**src/rtl/spmmio_serlink_if.sv**
```systemverilog
// rtl/spmmio_serlink_if.sv - SP MMIO register-window bus between CPU side and the serial link bridge
// Bus bit 31 is the MSB-first bit 0; sel[k] selects the k-th byte counted from the MSB end.
interface spmmio_serlink_if;
    logic [3:0]  adr;
    logic        cs;
    logic        we;
    logic [3:0]  sel;
    logic [31:0] d;
    logic [31:0] q;

    modport master (output adr, cs, we, sel, d, input q);
    modport slave  (input adr, cs, we, sel, d, output q);
endinterface

```
**src/rtl/spmmio_serlink.sv**
```systemverilog
// rtl/spmmio_serlink.sv - serial control/data frame-pair link with parity, retry limit and RX FIFO
// Link state only advances on slots: the clk edge where the divider wraps while tclk is high.
module spmmio_serlink #(
    parameter int W         = 8,
    parameter int DEPTH     = 4,
    parameter int CLKDIV    = 8,
    parameter int MAX_RETRY = 15
) (
    input  logic             clk,
    input  logic             reset_n,
    spmmio_serlink_if.slave  bus,
    input  logic             enable,
    input  logic             treset,
    input  logic             din,
    output logic             tclk,
    output logic             rt,
    output logic             le,
    output logic             dout,
    output logic             dc
);
    localparam int CW = (CLKDIV > 1) ? $clog2(CLKDIV) : 1;
    localparam int PW = $clog2(DEPTH);
    localparam int NW = $clog2(DEPTH + 1);

    typedef enum logic [1:0] {PH_START, PH_BITS, PH_PAR, PH_ACK} phase_t;

    logic [CW-1:0]  div_q;
    logic           tclk_q, rt_q, le_q, dout_q, dc_q, par_q;
    phase_t         ph_q;
    logic [4:0]     bit_q;
    logic [W-1:0]   sh_q, hold_q, rc_q, rd_q, tx_word;
    logic [7:0]     retry_q;
    logic           err_q, rchg_q, rlvl_q;
    logic [2*W-1:0] mem_q [DEPTH];
    logic [PW-1:0]  wp_q, rp_q;
    logic [NW-1:0]  cnt_q;

    logic wr, tick, slot, full, pop, push, rx_par_ok, fail, give_up;
    logic unused_bits;

    assign wr        = bus.cs && bus.we;
    assign tick      = enable && (div_q == CW'(CLKDIV - 1));
    assign slot      = tick && tclk_q;
    assign full      = (cnt_q == NW'(DEPTH));
    assign pop       = wr && (bus.adr == 4'd2) && bus.sel[0] && (cnt_q != '0);
    assign rx_par_ok = (din == ^sh_q);
    // A pop on the parity edge frees a slot, so a full FIFO can still take the pair.
    assign push      = slot && rt_q && (ph_q == PH_PAR) && rx_par_ok && !dc_q && (!full || pop);
    assign fail      = slot && ((rt_q && (ph_q == PH_PAR) && !rx_par_ok) ||
                                (!rt_q && (ph_q == PH_ACK) && !din));
    assign give_up   = fail && (retry_q + 8'd1 == 8'(MAX_RETRY));
    assign tx_word   = dc_q ? rc_q : rd_q;
    assign unused_bits = ^{bus.sel[2], bus.d};

    assign tclk = tclk_q;
    assign rt   = rt_q;
    assign le   = le_q;
    assign dout = dout_q;
    assign dc   = dc_q;

    always_ff @(posedge clk or negedge reset_n) begin
        if (!reset_n) begin
            div_q <= '0; tclk_q <= 1'b0; rt_q <= 1'b1; le_q <= 1'b1; dout_q <= 1'b0;
            dc_q <= 1'b1; par_q <= 1'b0; ph_q <= PH_START; bit_q <= '0;
            sh_q <= '0; hold_q <= '0; retry_q <= '0;
        end else if (!enable) begin
            div_q <= '0; tclk_q <= 1'b0; rt_q <= 1'b1; le_q <= 1'b1; dout_q <= 1'b0;
            dc_q <= 1'b1; par_q <= 1'b0; ph_q <= PH_START; bit_q <= '0;
            sh_q <= '0; hold_q <= '0; retry_q <= '0;
        end else begin
            if (tick) begin
                div_q  <= '0;
                tclk_q <= !tclk_q;
            end else begin
                div_q <= div_q + CW'(1);
            end
            if (slot) begin
                if (give_up) begin
                    retry_q <= '0; rt_q <= 1'b1; dc_q <= 1'b1; le_q <= 1'b1;
                    dout_q <= 1'b0; ph_q <= PH_START;
                end else begin
                    case (ph_q)
                        PH_START: begin
                            le_q  <= 1'b0;
                            bit_q <= '0;
                            ph_q  <= PH_BITS;
                            if (rt_q) begin
                                sh_q <= '0;
                            end else begin
                                // RC/RD are sampled here, so mid-frame writes hit the next attempt.
                                sh_q   <= tx_word;
                                par_q  <= ^tx_word;
                                dout_q <= 1'b0;
                            end
                        end
                        PH_BITS: begin
                            if (rt_q) begin
                                sh_q <= {sh_q[W-2:0], din};
                            end else begin
                                dout_q <= sh_q[W-1];
                                sh_q   <= {sh_q[W-2:0], 1'b0};
                            end
                            bit_q <= bit_q + 5'd1;
                            if (bit_q == 5'(W - 1)) ph_q <= PH_PAR;
                        end
                        PH_PAR: begin
                            if (rt_q) begin
                                le_q <= 1'b1;
                                ph_q <= PH_START;
                                if (!rx_par_ok) begin
                                    retry_q <= retry_q + 8'd1;
                                end else if (dc_q) begin
                                    hold_q  <= sh_q;
                                    dc_q    <= 1'b0;
                                    retry_q <= '0;
                                end else if (push) begin
                                    rt_q    <= 1'b0;
                                    dc_q    <= 1'b0;
                                    retry_q <= '0;
                                end
                            end else begin
                                dout_q <= par_q;
                                ph_q   <= PH_ACK;
                            end
                        end
                        PH_ACK: begin
                            dout_q <= 1'b0;
                            le_q   <= 1'b1;
                            ph_q   <= PH_START;
                            if (din) begin
                                retry_q <= '0;
                                dc_q    <= 1'b1;
                                if (dc_q) rt_q <= 1'b1;
                            end else begin
                                retry_q <= retry_q + 8'd1;
                            end
                        end
                    endcase
                end
            end
        end
    end

    always_ff @(posedge clk or negedge reset_n) begin
        if (!reset_n) begin
            rc_q <= '0; rd_q <= '0; err_q <= 1'b0; rchg_q <= 1'b0; rlvl_q <= 1'b0;
        end else begin
            if (wr && (bus.adr == 4'd1)) begin
                if (bus.sel[1]) rc_q <= bus.d[16 +: W];
                if (bus.sel[3]) rd_q <= bus.d[W-1:0];
            end
            if (give_up) begin
                err_q <= 1'b1;
            end else if (wr && (bus.adr == 4'd0) && bus.sel[0] && bus.d[28]) begin
                err_q <= 1'b0;
            end
            if (!enable) begin
                rchg_q <= 1'b0;
                rlvl_q <= 1'b0;
            end else if (treset != rlvl_q) begin
                rlvl_q <= treset;
                rchg_q <= 1'b1;
            end else if (wr && (bus.adr == 4'd0) && bus.sel[0] && bus.d[30] &&
                         (bus.d[29] == rlvl_q)) begin
                rchg_q <= 1'b0;
            end
        end
    end

    always_ff @(posedge clk or negedge reset_n) begin
        if (!reset_n) begin
            wp_q <= '0; rp_q <= '0; cnt_q <= '0;
        end else if (!enable) begin
            wp_q <= '0; rp_q <= '0; cnt_q <= '0;
        end else begin
            if (push) wp_q <= wp_q + PW'(1);
            if (pop)  rp_q <= rp_q + PW'(1);
            if (push && !pop)      cnt_q <= cnt_q + NW'(1);
            else if (pop && !push) cnt_q <= cnt_q - NW'(1);
        end
    end

    always_ff @(posedge clk) begin
        if (push) mem_q[wp_q] <= {hold_q, sh_q};
    end

    always_comb begin
        bus.q = '0;
        case (bus.adr)
            4'd0: begin
                bus.q[31]    = enable;
                bus.q[30]    = rchg_q;
                bus.q[29]    = rlvl_q;
                bus.q[28]    = err_q;
                bus.q[27]    = (cnt_q != '0);
                bus.q[26]    = full;
                bus.q[23:16] = 8'(cnt_q);
            end
            4'd1: begin
                bus.q[16 +: W] = rc_q;
                bus.q[W-1:0]   = rd_q;
            end
            4'd2: begin
                if (cnt_q != '0) begin
                    bus.q[16 +: W] = mem_q[rp_q][2*W-1:W];
                    bus.q[W-1:0]   = mem_q[rp_q][W-1:0];
                end
            end
            default: bus.q = '0;
        endcase
    end
endmodule

```
**src/flat_wrapper.sv**
```systemverilog
// flat-port wrapper written by rule: the top's interface ports become plain ports
module spmmio_serlink_flat 
#(
    parameter int W         = 8,
    parameter int DEPTH     = 4,
    parameter int CLKDIV    = 8,
    parameter int MAX_RETRY = 15
)
  (clk, reset_n, enable, treset, din, tclk, rt, le, dout, dc, bus_adr, bus_cs, bus_we, bus_sel, bus_d, bus_q);
  spmmio_serlink_if bus_i ();
  input  logic clk;
  input  logic reset_n;
  input  logic enable;
  input  logic treset;
  input  logic din;
  output logic tclk;
  output logic rt;
  output logic le;
  output logic dout;
  output logic dc;
  input wire logic [$bits(bus_i.adr)-1:0] bus_adr;
  input wire logic [$bits(bus_i.cs)-1:0] bus_cs;
  input wire logic [$bits(bus_i.we)-1:0] bus_we;
  input wire logic [$bits(bus_i.sel)-1:0] bus_sel;
  input wire logic [$bits(bus_i.d)-1:0] bus_d;
  output wire logic [$bits(bus_i.q)-1:0] bus_q;
  assign bus_i.adr = bus_adr;
  assign bus_i.cs = bus_cs;
  assign bus_i.we = bus_we;
  assign bus_i.sel = bus_sel;
  assign bus_i.d = bus_d;
  assign bus_q = bus_i.q;
  spmmio_serlink #(.W(W), .DEPTH(DEPTH), .CLKDIV(CLKDIV), .MAX_RETRY(MAX_RETRY)) u_core (.clk(clk), .reset_n(reset_n), .bus(bus_i), .enable(enable), .treset(treset), .din(din), .tclk(tclk), .rt(rt), .le(le), .dout(dout), .dc(dc));
endmodule
```
**config.mk**
```make
export PLATFORM = sky130hd
export DESIGN_NAME = spmmio_serlink_flat
export DESIGN_NICKNAME = d
export VERILOG_FILES = /design/src/rtl/spmmio_serlink_if.sv /design/src/rtl/spmmio_serlink.sv /design/src/flat_wrapper.sv
export SDC_FILE = /design/constraint.sdc
export NUM_CORES = 1
export LEC_CHECK = 0
export CAP_MARGIN = 20
export CORE_UTILIZATION = 45
export DETAILED_ROUTE_END_ITERATION = 10
export HOLD_SLACK_MARGIN = 0.1
export PLACE_DENSITY = 0.67
export SETUP_SLACK_MARGIN = 0.2
export SYNTH_ARGS = -nofsm -noshare
export SYNTH_HDL_FRONTEND = slang
export SYNTH_SLANG_ARGS = --single-unit
export TNS_END_PERCENT = 1
```
**constraint.sdc**
```tcl
create_clock -name clk -period 4.7 [get_ports clk]
set_input_delay 0.705 -clock clk [delete_from_list [all_inputs] [get_ports clk]]
set_output_delay 0.705 -clock clk [all_outputs]
set_load 0.005 [all_outputs]
```
# == Yosys cells after proc, flatten, opt, wreduce, memory -nomap -nowiden ==
# Memory sizes are Yosys's and may differ from the RTL's.
# Cells that the tools add are included.
# Widths: inputs -> output; s select.
# totals
word_cells,210
ff_bits,66
memories,1
ramBits,64
inputBits,47
# classes
add_sub_neg,7
eq_ne,38
reduce_logical,52
muxes,92
# memory_table
memory,depth,width,rd,rd_ports_with_merged_regs,wr,line_no,text
u_core.mem_q,4,16,1,0,1,spmmio_serlink.sv:34,logic [2*W-1:0] mem_q [DEPTH];
# op_table
operator,n
$mux 8,22
$pmux 8 s2,3
$mux 1,42
$logic_and 1x1->1,25
$pmux 8 s3,1
$ne 2x1->1 const B,10
$mux 2,9
$ne 4x2->1 const B,4
$reduce_and 4->1,4
$reduce_xor 8->1,2
$mux 3,5
$mux 5,3
$ne 4x4->1 const B,3
$pmux 5 s2,1
$ne 3x1->1 const B,3
$add 8x1->8 const B,1
$eq 8x4->1 const B,1
$logic_not 1->1,8
$pmux 2 s4,1
$add 3x1->3 const B,2
$eq 3x3->1 const B,2
$mux 6,1
$ne 6x4->1 const B,1
$reduce_and 2->1,3
other kinds (25),32

# == Longest topological paths before layout ==
# depth
word_depth,16
ltp_mapped,11
ltp_nobuf,10

# == Least setup slack after synthesis ==
# Ideal clock, no wire load.
# synth_path
kind,input port to flip-flop
from,input port bus_adr[0]
to,"memory u_core.mem_q[0][0] (netlist name), enable pin"
path_slack_ps,1817
path_stages,5
arrival_time_ps,2495
required_ps,4311
cell_sequence,nor4b_4 > nand2_1 > nor2_1 > o211ai_4 > nor2_1
# synth_between
elab_chain_cells,8
# synth_lines
element,line_no,text
"start, declared",flat_wrapper.sv:21,input wire logic [$bits(bus_i.adr)-1:0] bus_adr;
$eq 4x2->1,spmmio_serlink.sv:45,assign pop = wr && (bus.adr == 4'd2) && bus.sel[0] && (cnt_q != '0);
$logic_and 1x1->1 (3 in a row),spmmio_serlink.sv:45,
$logic_or 1x1->1,spmmio_serlink.sv:48,assign push = slot && rt_q && (ph_q == PH_PAR) && rx_par_ok && !dc_q && (!full || pop);
$logic_and 1x1->1,spmmio_serlink.sv:48,
$mux 1,spmmio_serlink.sv:184,"if (push) mem_q[wp_q] <= {hold_q, sh_q};"
$mux 1 (implied by the code),spmmio_serlink.sv:184,
"end, declared",spmmio_serlink.sv:34,
# No other way between the ends.

# == Worst setup path in the final report ==
# layout_path
from,input port bus_adr[0]
to,output port bus_q[17]
# layout_between
elab_chain_cells,2
# layout_lines
element,line_no,text
$eq 4x2->1 (tied with other cells),spmmio_serlink.sv:189,case (bus.adr)
$pmux 8 s3 *,spmmio_serlink.sv:189,
"end, declared",flat_wrapper.sv:26,output wire logic [$bits(bus_i.q)-1:0] bus_q;
# Every way passes the cells marked *; elsewhere a longest branch is shown, timed or not.

==> run_results.csv <==
group,metric,value,unit
clock_network,clockBufferDepth,2,
worst_setup_path,r2r_start,"u_core.cnt_q[1]",
routing,vias_per_cell,5.71,
worst_setup_path,regToRegEndpoint,"u_core.cnt_q[2]",
flow_run,max_cap_viol_count,0,
routing,ant_nets,0,
synth,synth_commonest_cells,"edfxtp_1 (64), dfrtp_1 (63), nor2_1 (48), mux2i_1 (24), a21oi_1 (22)",
global_routing,antenna_found_initial,0,
clock_network,post_cts_resized,0,
timing,fin_crit_sh,71.3,%
finish,finalNonFillerCells,746,
worst_setup_path,crit_type,"in -> out",
worst_setup_path,cp.required,3.99,ns
synth,synth-seq-area-share,56.4,%
synth,synth_most_common_cell,"edfxtp_1",
timing,hold_viol,0,
finish,num_antenna_cells,0,
synth,ys_ff_latch,130,
outcome,status,"finished, final reports clean",
global_routing,grt_pass1_vias,4221,
worst_setup_path,arrival,2.65,ns
global_routing,gr-total-overflow,0,
routing,vias,4259,
routing,dr.pass1.iters,5,
global_routing,grt_pass1_wl,22500,µm
timing,worst_slew_pin_slew,0.962,ns
power_and_ir_drop,p_int,2170,µW
worst_setup_path,cp-start-kind,"input pin",
timing,rsz0062_at_grt,"no",
timing,fin_crit,3.35,ns
timing,slew_headroom,35.7,%
finish,areaGrowthSynthToFinish,20.7,%
timing,slew_violations,0,
place,placed_cells,715,
power_and_ir_drop,p_sw,791,µW
power_and_ir_drop,p_comb_share,14.1,%
timing,fin_setup_tns,0,ns
floorplanning,io_pins,84,
finish,fin_util,55.4,%
floorplanning,die_w,121,µm
synth,async_flop_share,50.8,%
clock_network,holdBufCountCts,0,
place,port_buffers,59,
place,finalWeightedCongestion,0.812,
power_and_ir_drop,clkPwrFrac,41.6,%
worst_setup_path,rrSetupSlack,1.63,ns
place,dp_hpwl,9340,µm
worst_setup_path,r2r_cells,9,
clock_network,postCtsSetupBuffers,0,
floorplanning,num_rows,43,
power_and_ir_drop,power.leakage,0.00294,µW
clock_network,clock-sinks,130,
clock_network,cts_root_buf,"clkbuf_16",
synth,yosysWarningCount,0,
clock_network,clkTransAtPathRegs,0.05,ns
power_and_ir_drop,power_density,387,mW/mm²
synth,yosys-top-cells-area,"edfxtp_1 (30%), dfrtp_1 (25%), mux4_2 (5.7%)",
worst_setup_path,cp_max_fo,14,
synth,synth-main-ff-cell,"edfxtp_1",
hold_path,hold_path_end,"u_core.div_q[0]",
floorplanning,core-area,0.0138,mm²
hold_path,hp-start,"u_core.div_q[0]",
clock_network,h-tree-depth,4,
global_routing,grt_max_degree,67,
finish,fin_nets,616,
finish,fillers,1124,
finish,final_area,0.00766,mm²
place,placed_cell_area,0.00710,mm²
routing,drt_iter0_markers,306,
clock_network,cts_tree,"done",
power_and_ir_drop,seq_power_share,44.4,%
synth,yosys.area.top_type,"edfxtp_1",
power_and_ir_drop,power,2960,µW
floorplanning,dieHeight,121,µm
synth,synth.distinct_cells,64,
synth,syn_area_per_cell,12.9,µm²
routing,routedWlPerCell,18.9,µm
clock_network,clk_latency,0.42,ns
timing,setup_viol,0,
floorplanning,start_util,45.9,%
finish,drive_gt1_share,16.8,%
timing,fmax,0.298,GHz
global_routing,grt_use_total,20.8,%
synth,syn_inst,490,
routing,drcViolationCount,0,
worst_setup_path,critPathCaptureType,"output pin",
power_and_ir_drop,ir_drop,0.000273,V
clock_network,numCtsBuffers,17,
power_and_ir_drop,swShare,26.7,%
timing,finClkSkew,0.0100,ns
synth,netlist.area_leader.share,30.3,%
hold_path,min_path_type,"reg -> reg",
routing,wirelength,14100,µm
floorplanning,die_area,0.0146,mm²
synth,netlist_area,0.00634,mm²
synth,synth_edf_count,64,
hold_path,whs_path_depth,1,
-- metal layers --
layer	GRT usage, %	part of all wire, %	vias up
li1	-	-	1949
met1	26.1	44	2164
met2	34.4	49	127
met3	5.57	4.9	19
met4	7.72	1.6	0
met5	0	0	-
-- worst max path at each step --
stage	start	endpoint	slack [ns]	cells after the start
global route	bus_adr[0]	u_core.cnt_q[2]	1.19	11
finish	bus_adr[0]	bus_q[17]	1.35	6
detailed placement	din	u_core.retry_q[2]	0.99	8
floorplan	bus_adr[0]	u_core.mem_q[0][0]	1.82	5
global placement	bus_adr[0]	u_core.retry_q[4]	1.07	9
CTS	bus_adr[0]	bus_q[17]	1.33	6
-- critical path, stage by stage --
cell and delay [ns]:
clkdlybuf4s50_1 0.48, nor4b_4 0.29, buf_4 0.25, nand2_1 0.12
o21ai_0 0.26, clkdlybuf4s50_1 0.54
-- logic make-up (layout without fill, tap and decap cells) --
group                      Yosys count  count (layout)  share of synthesized area (%)
DFF                                130             130                           56.4
and+or+nand+nor                    125             125                           10.2
AOI/OAI and AO/OA                   89              89                           10.7
muxes                               56              56                           12.3
buffers and inverters               54             121                           3.94
xor gates and xnor gates            20              20                           3.33
adders and majority gates           15              15                           3.08
other                                1              10                         0.0591
-- placed cells by master (no fill, tap or decap), types with 3 or more instances in the layout --
| cell type | instances |
|---|---|
| dfstp_2 | 3 |
| dfrtp_1 | 63 |
| mux2_2 | 16 |
| clkinv_4 | 6 |
| a32o_1 | 13 |
| a21oi_1 | 22 |
| and2_1 | 7 |
| a31oi_1 | 4 |
| o21ai_0 | 13 |
| nand2_1 | 14 |
| and3_1 | 6 |
| nand3_1 | 17 |
| ha_1 | 14 |
| clkdlybuf4s50_1 | 58 |
| clkbuf_16 | 17 |
| nor4_1 | 3 |
| conb_1 | 10 |
| a311o_1 | 4 |
| a22oi_1 | 4 |
| nand4_1 | 5 |
| edfxtp_1 | 64 |
| mux2i_1 | 24 |
| buf_4 | 12 |
| nor3b_1 | 3 |
| a22o_1 | 7 |
| inv_1 | 19 |
| nand2b_1 | 6 |
| nor2_1 | 48 |
| inv_6 | 4 |
| nor3_1 | 6 |
| xnor2_1 | 14 |
| mux4_2 | 16 |
| xor2_1 | 3 |
-- per-stage QoR --
step           hold slack, ns  setup slack (ns)
3_3_place_gp            0.423              1.07
4_1_cts                 0.451              1.33
5_1_grt                 0.461              1.19
2_1_floorplan           0.408              1.82
6_report                0.445              1.35
3_5_place_dp            0.444             0.991
-- power by group through the flow --
stage / sequential (µW) / clock (µW) / combinational (µW)
detailed placement: 1340 / 0 / 411
global placement: 1330 / 0 / 403
finish: 1320 / 1230 / 417
floorplan: 1310 / 0 / 296
global route: 1320 / 1300 / 459
CTS: 1310 / 1260 / 418
-- registers in the layout (all words and copies together), names as in the netlist, 3 cells and up --
signal          cells
u_core.cnt_q        3
u_core.sh_q         8
u_core.mem_q       64
u_core.hold_q       8
u_core.div_q        3
u_core.bit_q        5
u_core.rc_q         8
u_core.retry_q      8
u_core.rd_q         8
-- final cells by class --
type	count	area [µm²]	share of cell area (%)
multi-input combinational	315	2550	33.3
clock buffer	18	429	5.60
inverter	19	71.3	0.931
timing repair buffer	71	676	8.82
clock inverter	13	130	1.70
sequential	130	3580	46.7
tap	180	225	2.94
(Power assumes the default switching activity.)
==> RTL edit 1 (config.mk and constraints unchanged) <==
Put one more register stage on the output `le`, without a reset. The value now appears one clock later. The other outputs are not delayed to match.
--- a/src/rtl/spmmio_serlink.sv
+++ b/src/rtl/spmmio_serlink.sv
@@ -56,3 +56,5 @@
     assign rt   = rt_q;
-    assign le   = le_q;
+    always_ff @(posedge clk) begin
+        le <= le_q;
+    end
     assign dout = dout_q;
Function: no difference found for any inputs over 10 cycles, from zero or initial values and one cycle with reset_n low; that may be too few to reach the edited logic, so the function may still have changed.
==> RTL edit 1 against the unedited design <==
- wire length is 2.8% higher
- sequential cell count up 1
- global-route usage up 0.47 points
- largest cell class unchanged
- synthesized area grew 0.87%
- cell area increased by 2.5%
- setup slack got worse by 0.14 ns
- non-clock buffer count grew 3
Power is not compared: it rests on default switching activity, and its combinational part moved more than twofold at a synthesized area within 25%.
==> RTL edit 1: results (changes against the unedited design) <==
* Status: finished, final reports clean
* Yosys top cell area share at 30.0% (-0.26 points)
* Commonest cells post-synth: edfxtp_1, dfrtp_1, nand2_1
* Cell Area, Placed at 7210 um^2 (+1.5%)
* Hpwl dp at 9.75 mm (+4.3%)
* Reg clk slew, reported paths at 0.05 ns (about the same)
* Critical Path Max Stage Delay at 0.56 ns (+0.02 ns)
* All-Layer GR Usage at 21.2% (+0.47 points)
* Post-CTS setup buffer count at 0 (unchanged)
* Via density at 5.50 (-3.7%)
* Clock Latency Late Sink at 0.41 ns
* 1st-pass router iterations at 4 (-1)
* Hold Path Stages at 0 (-1)
* Initial antenna violation count at 0 (unchanged)
* Share of cells above drive strength 1 at 14.1% (-2.7 points)
* N_diodes at 0 (unchanged)
* CP Data Arrival Time at 2.79 ns (+0.14 ns)
* Pre-CTS WS at 0.905 ns (-0.0855 ns)
* Final nets at 666 (+8.1%)
* Register area share after synthesis at 56.2% (-0.17 points)
* Clock skew at 0.00730 ns (-0.00275 ns)
* Slew HR at 40.7% (+5.0 points)
* Worst-path maximum fanout at 17 (+3)
* Initial detailed-routing violation count at 250 (-18%)
* Ranking of synthesized cells by area: edfxtp_1, dfrtp_1, mux4_2
* Avg WL per Cell at 18.2 um (-3.7%)
* Post-synth ARST share at 50.4% (-0.39 points)
* Worst r2r path cells at 7 (-2)
* Pleak at 0.00309 uW
* GP Congestion at 0.836 (+3.0%)
* Distinct cells, synth at 63 (-1.6%)
* Slowest-stage cell, CP: clkdlybuf4s50_1
* FF-to-FF setup slack at 1.59 ns (-0.04 ns)
* Worst Hold Class: reg -> reg
* Global-route wire length before repair at 23.1 mm (+2.8%)
## RTL edit 1: power by group
group / total (uW) / switching [uW] / internal [uW]
sequential: 1270 / 39.5 / 1230
clock: 1400 / 461 / 941
combinational: 206 / 103 / 102
## RTL edit 1: path summary, 6_finish.rpt
check                                from           endpoint
min                           u_core.le_q          u_core.le
min in group asynchronous         reset_n     u_core.rc_q[1]
max reg2reg                u_core.sh_q[3]    u_core.bit_q[3]
min reg2reg                   u_core.le_q          u_core.le
max                            bus_adr[3]           bus_q[2]
max in group asynchronous         reset_n  u_core.retry_q[3]
## RTL edit 1: final cells by class
cell class              count  area, um^2
fillers                  1114        6030
flip-flops and latches    131        3600
multi-input cells         350        2580
repair buffers             74         698
clock buffers              23         488
well taps                 180         225
clock inverters             9         150
inverters                  30         113
## RTL edit 1: cells by family after synthesis
logic type,synth area share [%]
xor+xnor,3.46
fa+ha+maj,3.05
simple gates,12.8
mux,11.5
other cells,0.0586
flops,56.2
compound gates,8.72
buf+inv,4.26
## RTL edit 1: routing by layer
layer,global-route usage (%),share of wire [%]
met2,35.2,50
met5,0,0
met1,28.3,45
met3,4.37,4.4
met4,5.86,0.63
## RTL edit 1: per-stage QoR
step | instances | total power, uW | utilization (%) | hold WS [ns]
final | 797 | 2880 | 56.5 | 0.414
after global routing | 797 | 2980 | 56.5 | 0.421
after CTS | 797 | 2910 | 56.5 | 0.417
after detailed placement | 765 | 1500 | 51.9 | 0.409
after global placement | 765 | 1490 | 51.9 | 0.408
after floorplan | 542 | 1410 | - | 0.395
## RTL edit 1: critical path, delay by kind of cell
family / cells / cell delay (ns)
buf+inv: 3 / 1.24
compound gates: 2 / 0.44
simple gates: 1 / 0.40
==> RTL edit 2 (config.mk and constraints unchanged) <==
Made on the original files. `W` is set to 8 in 2 places; all go to 10.
--- a/src/rtl/spmmio_serlink.sv
+++ b/src/rtl/spmmio_serlink.sv
@@ -3,3 +3,3 @@
 module spmmio_serlink #(
-    parameter int W         = 8,
+    parameter int W         = 10,
     parameter int DEPTH     = 4,
--- a/src/flat_wrapper.sv
+++ b/src/flat_wrapper.sv
@@ -3,3 +3,3 @@
 #(
-    parameter int W         = 8,
+    parameter int W         = 10,
     parameter int DEPTH     = 4,
Check against the original RTL: not equivalent (Yosys sat finds a counterexample within 4 cycles, from zero or initial values and one cycle with reset_n low).
==> RTL edit 2 against the unedited design <==
- wire length rose by 18%
- sequential cell count rose by 24
- synthesized area grew 18%
- register-to-register slack improved by 0.26 ns
- clock skew about the same
- non-clock buffer count up 4
- setup slack got worse by 0.25 ns
- worst hold slack worse by 0.023 ns
- total power grew 15%
- cell area is 17% higher
- critical endpoint is now bus_q[8]
- highest routed layer unchanged
==> RTL edit 2: results (changes against the unedited design) <==
* Status: finished, final reports clean
* Met3 usage at 4.40% (-1.2 points)
* Slew HR at 30.5% (-5.2 points)
* Grt met1 use at 27.4% (+1.3 points)
* Maximum VDD drop at 0.319 mV (+17%)
* Initial detailed-routing violation count at 364 (+19%)
* Largest net degree at the start of global routing at 75 (+12%)
* Global-route wire length before repair at 25.6 mm (+14%)
* Syn_area_per_cell at 12.7 um^2 (-2.0%)
* Worst r2r path cells at 8 (-1)
* Vias in the first global route at 4765 (+13%)
* GP Congestion at 0.845 (+4.1%)
* Distinct cells, synth at 69 (+7.8%)
* Via density at 5.50 (-3.7%)
* Cell Area, Placed at 8340 um^2 (+17%)
* Register area share after synthesis at 57.0% (+0.67 points)
* Multiplexer share of the synthesized area at 12.1% (-0.17 points)
* Ranking of synthesized cells by area: edfxtp_1, dfrtp_1, mux4_2
* Complex-gate fraction of the synthesized area at 9.51% (-1.2 points)
* Placed Cells at 854 (+19%)
* Worst Hold Class: in -> async
* Hpwl dp at 11.4 mm (+22%)
* Post-Synth Adder-Cell Area at 2.78% (-0.29 points)
* Post-synth EDFFs at 80 (+25%)
* Reg clk slew, reported paths at 0.07 ns (+0.02 ns)
* Worst-path maximum fanout at 22 (+8)
* Commonest cells post-synth: edfxtp_1, dfrtp_1, nand2_1
* Final nets at 720 (+17%)
* Max FFs per register at 80 (+25%)
* Final WL at 16.6 mm (+18%)
* Share of cells above drive strength 1 at 15.1% (-1.7 points)
* 1st-pass router iterations at 4 (-1)
-- RTL edit 2: changes by cell type after synthesis, moves of 11 or more --
cell | before | now
and2_1 | 7 | 18
edfxtp_1 | 64 | 80
nor2b_1 | 1 | 15
a32o_1 | 13 | 1
o21ai_0 | 13 | 41
nand2_1 | 14 | 52
nor2_1 | 48 | 23
inv_1 | 19 | 32
-- RTL edit 2: layout make-up --
| type | instances | area [um^2] |
|---|---|---|
| inverter | 32 | 120 |
| clock inverter | 15 | 194 |
| multi-input combinational | 377 | 2960 |
| sequential | 154 | 4260 |
| tap | 216 | 270 |
| fill | 1281 | 7100 |
| clock buffer | 17 | 425 |
| timing repair buffer | 75 | 728 |
-- RTL edit 2: logic make-up (layout without fill, tap and decap cells) --
kind of cell | after synthesis | count (layout)
AOI/OAI and AO/OA | 104 | 104
muxes | 63 | 63
buffers and inverters | 62 | 139
and+or+nand+nor | 160 | 160
DFF | 154 | 154
xor gates and xnor gates | 28 | 28
adders and majority gates | 16 | 16
other | 1 | 6
-- RTL edit 2: power by group --
part | switching [uW] | internal, uW
clock network | 661 | 728
registers | 86.5 | 1470
logic | 236 | 216
-- RTL edit 2: worst max-delay path, cell delays in order --
cell	delay [ns]
clkdlybuf4s50_1	0.46
nor4b_1	0.55
o31ai_2	0.14
buf_4	0.23
o21ai_0	0.26
clkdlybuf4s50_1	0.55
-- RTL edit 2: layer usage --
layer,wire (um),vias up
li1,-,2276
met1,7450,2433
met2,8100,142
met3,770,21
met4,308,0
met5,0,-
-- RTL edit 2: worst max-delay path by stage --
stage | from | end | slack [ns] | cells past startpoint
finish | bus_adr[3] | bus_q[8] | 1.10 | 6
detailed placement | bus_adr[3] | bus_q[16] | 1.10 | 6
floorplan | din | u_core.mem_q[0][0] | 1.93 | 5
global route | bus_adr[3] | bus_q[6] | 0.98 | 6
global placement | bus_adr[1] | bus_q[8] | 1.20 | 6
CTS | bus_adr[3] | bus_q[16] | 1.09 | 6
-- RTL edit 2: metrics by stage --
| stage | hold slack [ns] | utilization [%] | setup slack (ns) |
|---|---|---|---|
| 2_1_floorplan | 0.409 | - | 1.93 |
| 3_3_place_gp | 0.425 | 51.9 | 1.20 |
| 3_5_place_dp | 0.440 | 51.9 | 1.10 |
| 4_1_cts | 0.450 | 55.8 | 1.09 |
| 5_1_grt | 0.458 | 55.8 | 0.977 |
| 6_report | 0.422 | 55.8 | 1.10 |
